<file path="src/rtl/cpu_pkg.sv">
// Shared definitions for the CPU control path: opcodes, one-hot sequencer
// state encodings and the sequencer FSM state type.
package cpu_pkg;

   localparam int unsigned INST_W  = 4;
   localparam int unsigned STATE_W = 3;

   localparam logic [INST_W-1:0] OP_STA = 4'b0010;
   localparam logic [INST_W-1:0] OP_JMP = 4'b0011;
   localparam logic [INST_W-1:0] OP_STP = 4'b0100;
   localparam logic [INST_W-1:0] OP_LDA = 4'b0101;
   localparam logic [INST_W-1:0] OP_JMS = 4'b0110;
   localparam logic [INST_W-1:0] OP_BBL = 4'b0111;
   localparam logic [INST_W-1:0] OP_LDR = 4'b1101;
   localparam logic [INST_W-2:0] OP_JEQ_PFX = 3'b000;

   localparam logic [STATE_W-1:0] ST_NONE  = 3'b000;
   localparam logic [STATE_W-1:0] ST_FETCH = 3'b001;
   localparam logic [STATE_W-1:0] ST_EXEC1 = 3'b010;
   localparam logic [STATE_W-1:0] ST_EXEC2 = 3'b100;

   typedef enum logic [2:0] {
      SEQ_IDLE,
      SEQ_FETCH,
      SEQ_EXEC1,
      SEQ_EXEC2,
      SEQ_HALT
   } seq_state_e;

   // Decoder-facing one-hot view of an FSM state; IDLE and HALT both read 000.
   function automatic logic [STATE_W-1:0] state_onehot(input seq_state_e s);
      logic [STATE_W-1:0] v;
      v = ST_NONE;
      case (s)
         SEQ_FETCH: v = ST_FETCH;
         SEQ_EXEC1: v = ST_EXEC1;
         SEQ_EXEC2: v = ST_EXEC2;
         default:   v = ST_NONE;
      endcase
      return v;
   endfunction

endpackage

</file>
<file path="src/rtl/ret_stack.sv">
// Subroutine return-address stack. Full/empty requests are ignored here;
// the sequencer turns them into overflow/underflow faults.
module ret_stack
   import cpu_pkg::*;
#(
   parameter int unsigned PC_W  = 8,
   parameter int unsigned DEPTH = 4
) (
   input  logic                     clk,
   input  logic                     rst,
   input  logic                     push,
   input  logic                     pop,
   input  logic [PC_W-1:0]          din,
   output logic [PC_W-1:0]          top,
   output logic [$clog2(DEPTH):0]   sp,
   output logic                     full,
   output logic                     empty
);

   localparam int unsigned AW   = $clog2(DEPTH);
   localparam int unsigned SP_W = AW + 1;

   logic [PC_W-1:0] r_mem [DEPTH];
   logic [SP_W-1:0] r_sp;
   logic [AW-1:0]   w_top_idx;
   logic            w_do_push;
   logic            w_do_pop;

   assign full      = (r_sp == SP_W'(DEPTH));
   assign empty     = (r_sp == SP_W'(0));
   assign w_do_push = push && !full;
   assign w_do_pop  = pop && !empty;
   assign w_top_idx = AW'(r_sp - SP_W'(1));
   assign top       = r_mem[w_top_idx];
   assign sp        = r_sp;

   always_ff @(posedge clk) begin
      if (rst) begin
         r_sp <= SP_W'(0);
      end else if (w_do_push) begin
         r_sp <= r_sp + SP_W'(1);
      end else if (w_do_pop) begin
         r_sp <= r_sp - SP_W'(1);
      end
   end

   // Storage is not reset; a push on the reset edge must not land.
   always_ff @(posedge clk) begin
      if (!rst && w_do_push) begin
         r_mem[r_sp[AW-1:0]] <= din;
      end
   end

endmodule

</file>
<file path="src/rtl/cpu_sequencer.sv">
// Fetch/exec1/exec2 sequencer with run/step/halt control and the JMS/BBL
// return-address stack, including overflow/underflow halting.
module cpu_sequencer
   import cpu_pkg::*;
#(
   parameter int unsigned PC_W  = 8,
   parameter int unsigned DEPTH = 4
) (
   input  logic                     clk,
   input  logic                     rst,
   input  logic                     run,
   input  logic                     step,
   input  logic [3:0]               inst,
   input  logic [PC_W-1:0]          pc,
   output logic [2:0]               state,
   output logic                     halted,
   output logic                     call_load,
   output logic                     ret_load,
   output logic [PC_W-1:0]          ret_addr,
   output logic [$clog2(DEPTH):0]   sp,
   output logic                     inst_done,
   output logic                     stk_ovf,
   output logic                     stk_unf
);

   seq_state_e       r_state;
   seq_state_e       w_next;
   logic             r_run_mode;
   logic             w_next_run_mode;
   logic [2:0]       r_state_vec;
   logic             r_halted;
   logic             r_stk_ovf;
   logic             r_stk_unf;

   logic             w_push;
   logic             w_pop;
   logic             w_call_load;
   logic             w_ret_load;
   logic             w_inst_done;
   logic             w_set_ovf;
   logic             w_set_unf;
   logic             w_full;
   logic             w_empty;
   logic [PC_W-1:0]  w_push_data;

   assign w_push_data = PC_W'(pc + PC_W'(1));

   ret_stack #(
      .PC_W  (PC_W),
      .DEPTH (DEPTH)
   ) u_ret_stack (
      .clk   (clk),
      .rst   (rst),
      .push  (w_push),
      .pop   (w_pop),
      .din   (w_push_data),
      .top   (ret_addr),
      .sp    (sp),
      .full  (w_full),
      .empty (w_empty)
   );

   // State register; one-hot view and halt flag are registered alongside.
   always_ff @(posedge clk) begin
      if (rst) begin
         r_state     <= SEQ_IDLE;
         r_run_mode  <= 1'b0;
         r_state_vec <= ST_NONE;
         r_halted    <= 1'b0;
         r_stk_ovf   <= 1'b0;
         r_stk_unf   <= 1'b0;
      end else begin
         r_state     <= w_next;
         r_run_mode  <= w_next_run_mode;
         r_state_vec <= state_onehot(w_next);
         r_halted    <= (w_next == SEQ_HALT);
         r_stk_ovf   <= r_stk_ovf | w_set_ovf;
         r_stk_unf   <= r_stk_unf | w_set_unf;
      end
   end

   // Next-state, stack control and PC-load strobes.
   always_comb begin
      w_next          = r_state;
      w_next_run_mode = r_run_mode;
      w_push          = 1'b0;
      w_pop           = 1'b0;
      w_call_load     = 1'b0;
      w_ret_load      = 1'b0;
      w_inst_done     = 1'b0;
      w_set_ovf       = 1'b0;
      w_set_unf       = 1'b0;

      case (r_state)
         SEQ_IDLE: begin
            if (run) begin
               w_next          = SEQ_FETCH;
               w_next_run_mode = 1'b1;
            end else if (step) begin
               w_next          = SEQ_FETCH;
               w_next_run_mode = 1'b0;
            end
         end
         SEQ_FETCH: begin
            w_next = SEQ_EXEC1;
         end
         SEQ_EXEC1: begin
            if (inst == OP_STP) begin
               w_next      = SEQ_HALT;
               w_inst_done = 1'b1;
            end else if (inst == OP_JMS) begin
               if (w_full) begin
                  w_set_ovf = 1'b1;
                  w_next    = SEQ_HALT;
               end else begin
                  w_push      = 1'b1;
                  w_call_load = 1'b1;
                  w_next      = SEQ_EXEC2;
               end
            end else if (inst == OP_BBL) begin
               if (w_empty) begin
                  w_set_unf = 1'b1;
                  w_next    = SEQ_HALT;
               end else begin
                  w_pop      = 1'b1;
                  w_ret_load = 1'b1;
                  w_next     = SEQ_EXEC2;
               end
            end else begin
               w_next = SEQ_EXEC2;
            end
         end
         SEQ_EXEC2: begin
            w_inst_done = 1'b1;
            if (r_run_mode && run) begin
               w_next = SEQ_FETCH;
            end else begin
               w_next = SEQ_IDLE;
            end
         end
         SEQ_HALT: begin
            w_next = SEQ_HALT;
         end
         default: begin
            w_next = SEQ_IDLE;
         end
      endcase
   end

   assign state     = r_state_vec;
   assign halted    = r_halted;
   assign stk_ovf   = r_stk_ovf;
   assign stk_unf   = r_stk_unf;
   assign call_load = w_call_load;
   assign ret_load  = w_ret_load;
   assign inst_done = w_inst_done;

endmodule
</file>
<file path="config.mk">
export PLATFORM = sky130hd
export DESIGN_NAME = cpu_sequencer
export DESIGN_NICKNAME = d
export VERILOG_FILES = /design/src/rtl/cpu_pkg.sv /design/src/rtl/ret_stack.sv /design/src/rtl/cpu_sequencer.sv
export SDC_FILE = /design/constraint.sdc
export NUM_CORES = 1
export LEC_CHECK = 0
export ABC_AREA = 1
export CORE_MARGIN = 2
export CORE_UTILIZATION = 56
export DETAILED_ROUTE_END_ITERATION = 10
export MAX_ROUTING_LAYER = met4
export PLACE_DENSITY_LB_ADDON = 0.25
export SKIP_LAST_GASP = 1
export SYNTH_ARGS = -nofsm -noshare
export SYNTH_HDL_FRONTEND = slang
export SYNTH_SLANG_ARGS = --single-unit
</file>
<file path="constraint.sdc">
create_clock -name clk -period 4.7 [get_ports clk]
set_input_delay 0.705 -clock clk [delete_from_list [all_inputs] [get_ports clk]]
set_output_delay 0.705 -clock clk [all_outputs]
set_load 0.01 [all_outputs]
</file>
==> summary.md <==
| Metric | Value |
|---|---|
| Outcome | complete, no violations |
| Met1 Use GR | about a quarter |
| Clock tree sinks | between 40 and 50 |
| Unique cell type count in the Yosys netlist | 28 |
| Vias in the first global route | between 1,000 and 1,500 |
| Post-detail-place hpwl | 2.768 mm |
| Crit Reg-Reg Endpoint | u_ret_stack.r_mem[3][4]$_DFFE_PP_ |
| Leading cell type in the layout, fill and taps excluded | clkdlybuf4s50_1 |
| Synth Area in Simple Gates | roughly 16% |
| FF-to-FF Start | u_ret_stack.sp[0]$_SDFFE_PP0P_ |
| Mapped Cells | a little under 200 |
| CP endpoint kind | output port |
| Worst-case clock buffer depth | 2 |
| XOR/XNOR Fraction of Synth Area | between 3 and 4% |
| Resized cells post-CTS | 0 |
| Synth top area cells | edfxtp_1, dfxtp_1, nor2_1 |
| Placer congestion estimate | about 0.84 |
| Cell taking the most area after synthesis | edfxtp_1 |
| DRC viols | 0 |
| WP data required | between 3000 and 4000 ps |
| Final setup viols | 0 |
| Setup Skew | 1.919 ps |
| Global route total overflow | 0 |
| Mapped Area | approximately 2000 µm² |
| Internal | roughly 0.53 mW |
| Worst R2R Setup Slack | between 1500 and 2000 ps |
| Comb pwr share | between 10% and 20% |
| Crit path DAT | between 3000 and 4000 ps |
| CP Launch Type | flip-flop |
| Worst-Skew Late Latency | around 340 ps |
| Chip Height | about 64 µm |
| First DRT Iteration DRCs | between 70 and 80 |
| Fmax | 256.2 MHz |
| Design Area, Final | approximately 2500 µm² |
| Async set or reset register ratio after synthesis | 0% |
| Post-synth EDFFs | 32 |
| Max IR drop VDD | between 0.0002 and 0.00025 V |
| Mux cell area share after synthesis | 0% |
| Met2 Use GR | between 30% and 40% |
| # rows | 21 |
| Core Footprint | approximately 3400 µm² |
| Hold slack | a little under 500 ps |
| Clock slew at reported path FFs | 120 ps |
| Antenna violations before repair | 0 |
| First-pass GRT wire length | between 6 and 7 mm |
| Post-CTS setup buffers | 0 |
| Tot GR Track Use | 20.95% |
| Routed via count | 1,452 |
| Clock Power Share | between 20% and 30% |
| Hold path depth | 2 |
| Nets@finish | about 250 |
| FF+latch count, synth | 45 |
| Syn nets | about 220 |
| Setup TNS | 0 ps |
| Met3 Usage GRT | roughly 5.8% |
| Synthesized area per cell | 10.49 µm² |
| Prevailing post-synth register cell | edfxtp_1 |
| Max FO, Critical Path | 21 |
| Starting Density | roughly 59% |
| Die footprint | about 4100 µm² |
| CTS tree | done |
| Most frequent cells in the layout | clkdlybuf4s50_1, nor2_1, edfxtp_1 |
| Post-layout min period | about 4000 ps |
| DR vias/cell | 5.242 |
| CTS H-tree depth | 2 |
| Max_cap viols | 0 |
| Slew HR | 43.74% |
| Die W | roughly 64 µm |
| Hold Path End | stk_unf$_SDFF_PP0_ |
| Adder-cell share of the synthesized area | 3.708% |
| Hold Fails Final Rpt | 0 |
| WL final | between 3 and 4 mm |
| Port Buffers | 35 |
| I/O pins | 36 |
| Register area share after synthesis | around three fifths |
| Count of pins over their slew limit | 0 |
| Least-Margin Pin Slew | between 800 and 900 ps |
| Cell depth of the worst flop-to-flop path | 9 |
| Area Overhead vs Synth | 21.45% |
| Min-Delay Startpoint | stk_unf$_SDFF_PP0_ |
| Place WS | around 1200 ps |
| Largest net degree at the start of global routing | 22 |
| Fraction of layout cells with a size suffix above 1 | roughly a tenth |
| Final core occ | 71.98% |
| Cell area power density | between 200 and 300 nW/µm² |
| DR WL/cell | approximately 14 µm |
| Main combinational cell family by area after synthesis | simple AND/OR/NAND/NOR gates |
| Switch share | 23.25% |
| NetSw | between 0.15 and 0.2 mW |
| Tcrit/Tclk final | 83.06% |
| Synth Area in Compound Gates | between 10% and 20% |
| GRT busiest layer | met2 |
| Reg power frac | between 60% and 70% |
| Antenna cells | 0 |
| Hold buffer count at CTS | 0 |
| DP Area | 2406 µm² |
| YS warnings | 0 |
| PnR worst setup slack | around 800 ps |
| Leak | around 0.92 nW |
| CTS Buf Count | 5 |
| Top-area cell type share of the netlist area | 47.47% |
| RSZ-0062 raised after global routing | false |
| Final antenna-violating net count | 0 |
| CTS root buffer | clkbuf_4 |
| Crit Path Class | reg -> out |
| Worst Hold Class | reg -> reg |
| DR pass1 iterations | 4 |
-- synth_stat cells (all sizes together) (2+ instances only) --
cell type,number
nand2,17
edfxtp,32
nor2,35
a21oi,7
nand4,2
a31oi,2
inv,22
xor2,7
o22ai,9
nor3,2
buf,4
nand3,12
o21ai,20
ha,6
dfxtp,13
-- metrics by stage --
step,std cells,power (mW)
floorplan,193,0.4863
global placement,269,0.5176
detailed placement,269,0.5209
CTS,277,0.6922
global route,277,0.7178
finish,277,0.6862
-- flip-flops by register name (all words and copies together) (netlist names) --
register,cells
u_ret_stack.r_mem,32
r_state,3
state,3
u_ret_stack.sp,3
halted,1
r_run_mode,1
stk_ovf,1
stk_unf,1
-- final cells by class --
| type | instances | area [µm²] |
|---|---|---|
| Tap cell | 46 | 57.56 |
| Multi-Input combinational cell | 120 | 689.4 |
| Timing Repair Buffer | 35 | 350.3 |
| Inverter | 23 | 87.58 |
| Fill cell | 236 | 957.2 |
| Clock buffer | 7 | 45.04 |
| Clock inverter | 1 | 7.507 |
| Sequential cell | 45 | 1221 |
-- critical path: stages (launching register included) --
cell,delay [ps]
dfxtp_1,760
inv_1,460
ha_1,530
inv_1,230
o21ai_0,140
o22ai_1,160
clkdlybuf4s50_1,570
-- power groups by stage --
stage | logic, mW | registers [mW] | clock network [mW]
detailed placement | 0.0742 | 0.447 | 0
floorplan | 0.0393 | 0.447 | 0
finish | 0.0739 | 0.438 | 0.175
global placement | 0.0716 | 0.446 | 0
CTS | 0.0745 | 0.438 | 0.180
global route | 0.0817 | 0.438 | 0.198
-- cells by family (layout without fill, tap and decap cells) --
| group | count (synthesis) | after routing |
|---|---|---|
| buf+inv | 28 | 66 |
| simple gates | 68 | 68 |
| fa+ha+maj | 6 | 6 |
| xor+xnor | 8 | 8 |
| flops | 45 | 45 |
| compound gates | 38 | 38 |
-- how the worst max path moves through the flow --
| stage | startpoint | endpoint | slack (ps) | depth (start not counted) |
|---|---|---|---|---|
| after floorplan | u_ret_stack.sp[0]$_SDFFE_PP0P_ | ret_addr[0] | 2290 | 8 |
| after global placement | u_ret_stack.sp[0]$_SDFFE_PP0P_ | ret_addr[7] | 1320 | 6 |
| after detailed placement | u_ret_stack.sp[0]$_SDFFE_PP0P_ | ret_addr[2] | 1180 | 6 |
| after CTS | u_ret_stack.sp[0]$_SDFFE_PP0P_ | ret_addr[2] | 780 | 6 |
| after global routing | u_ret_stack.sp[0]$_SDFFE_PP0P_ | ret_addr[2] | 460 | 6 |
| final | u_ret_stack.sp[0]$_SDFFE_PP0P_ | ret_addr[2] | 800 | 6 |
-- routing by layer --
layer	share of wire [%]	vias up	wire length, µm
met4	0.45	0	17
li1	-	733	-
met2	54	45	2048
met3	4.3	2	160
met1	41	672	1534
met5	0	-	0
Note: power is estimated with default switching activity, not from simulation.
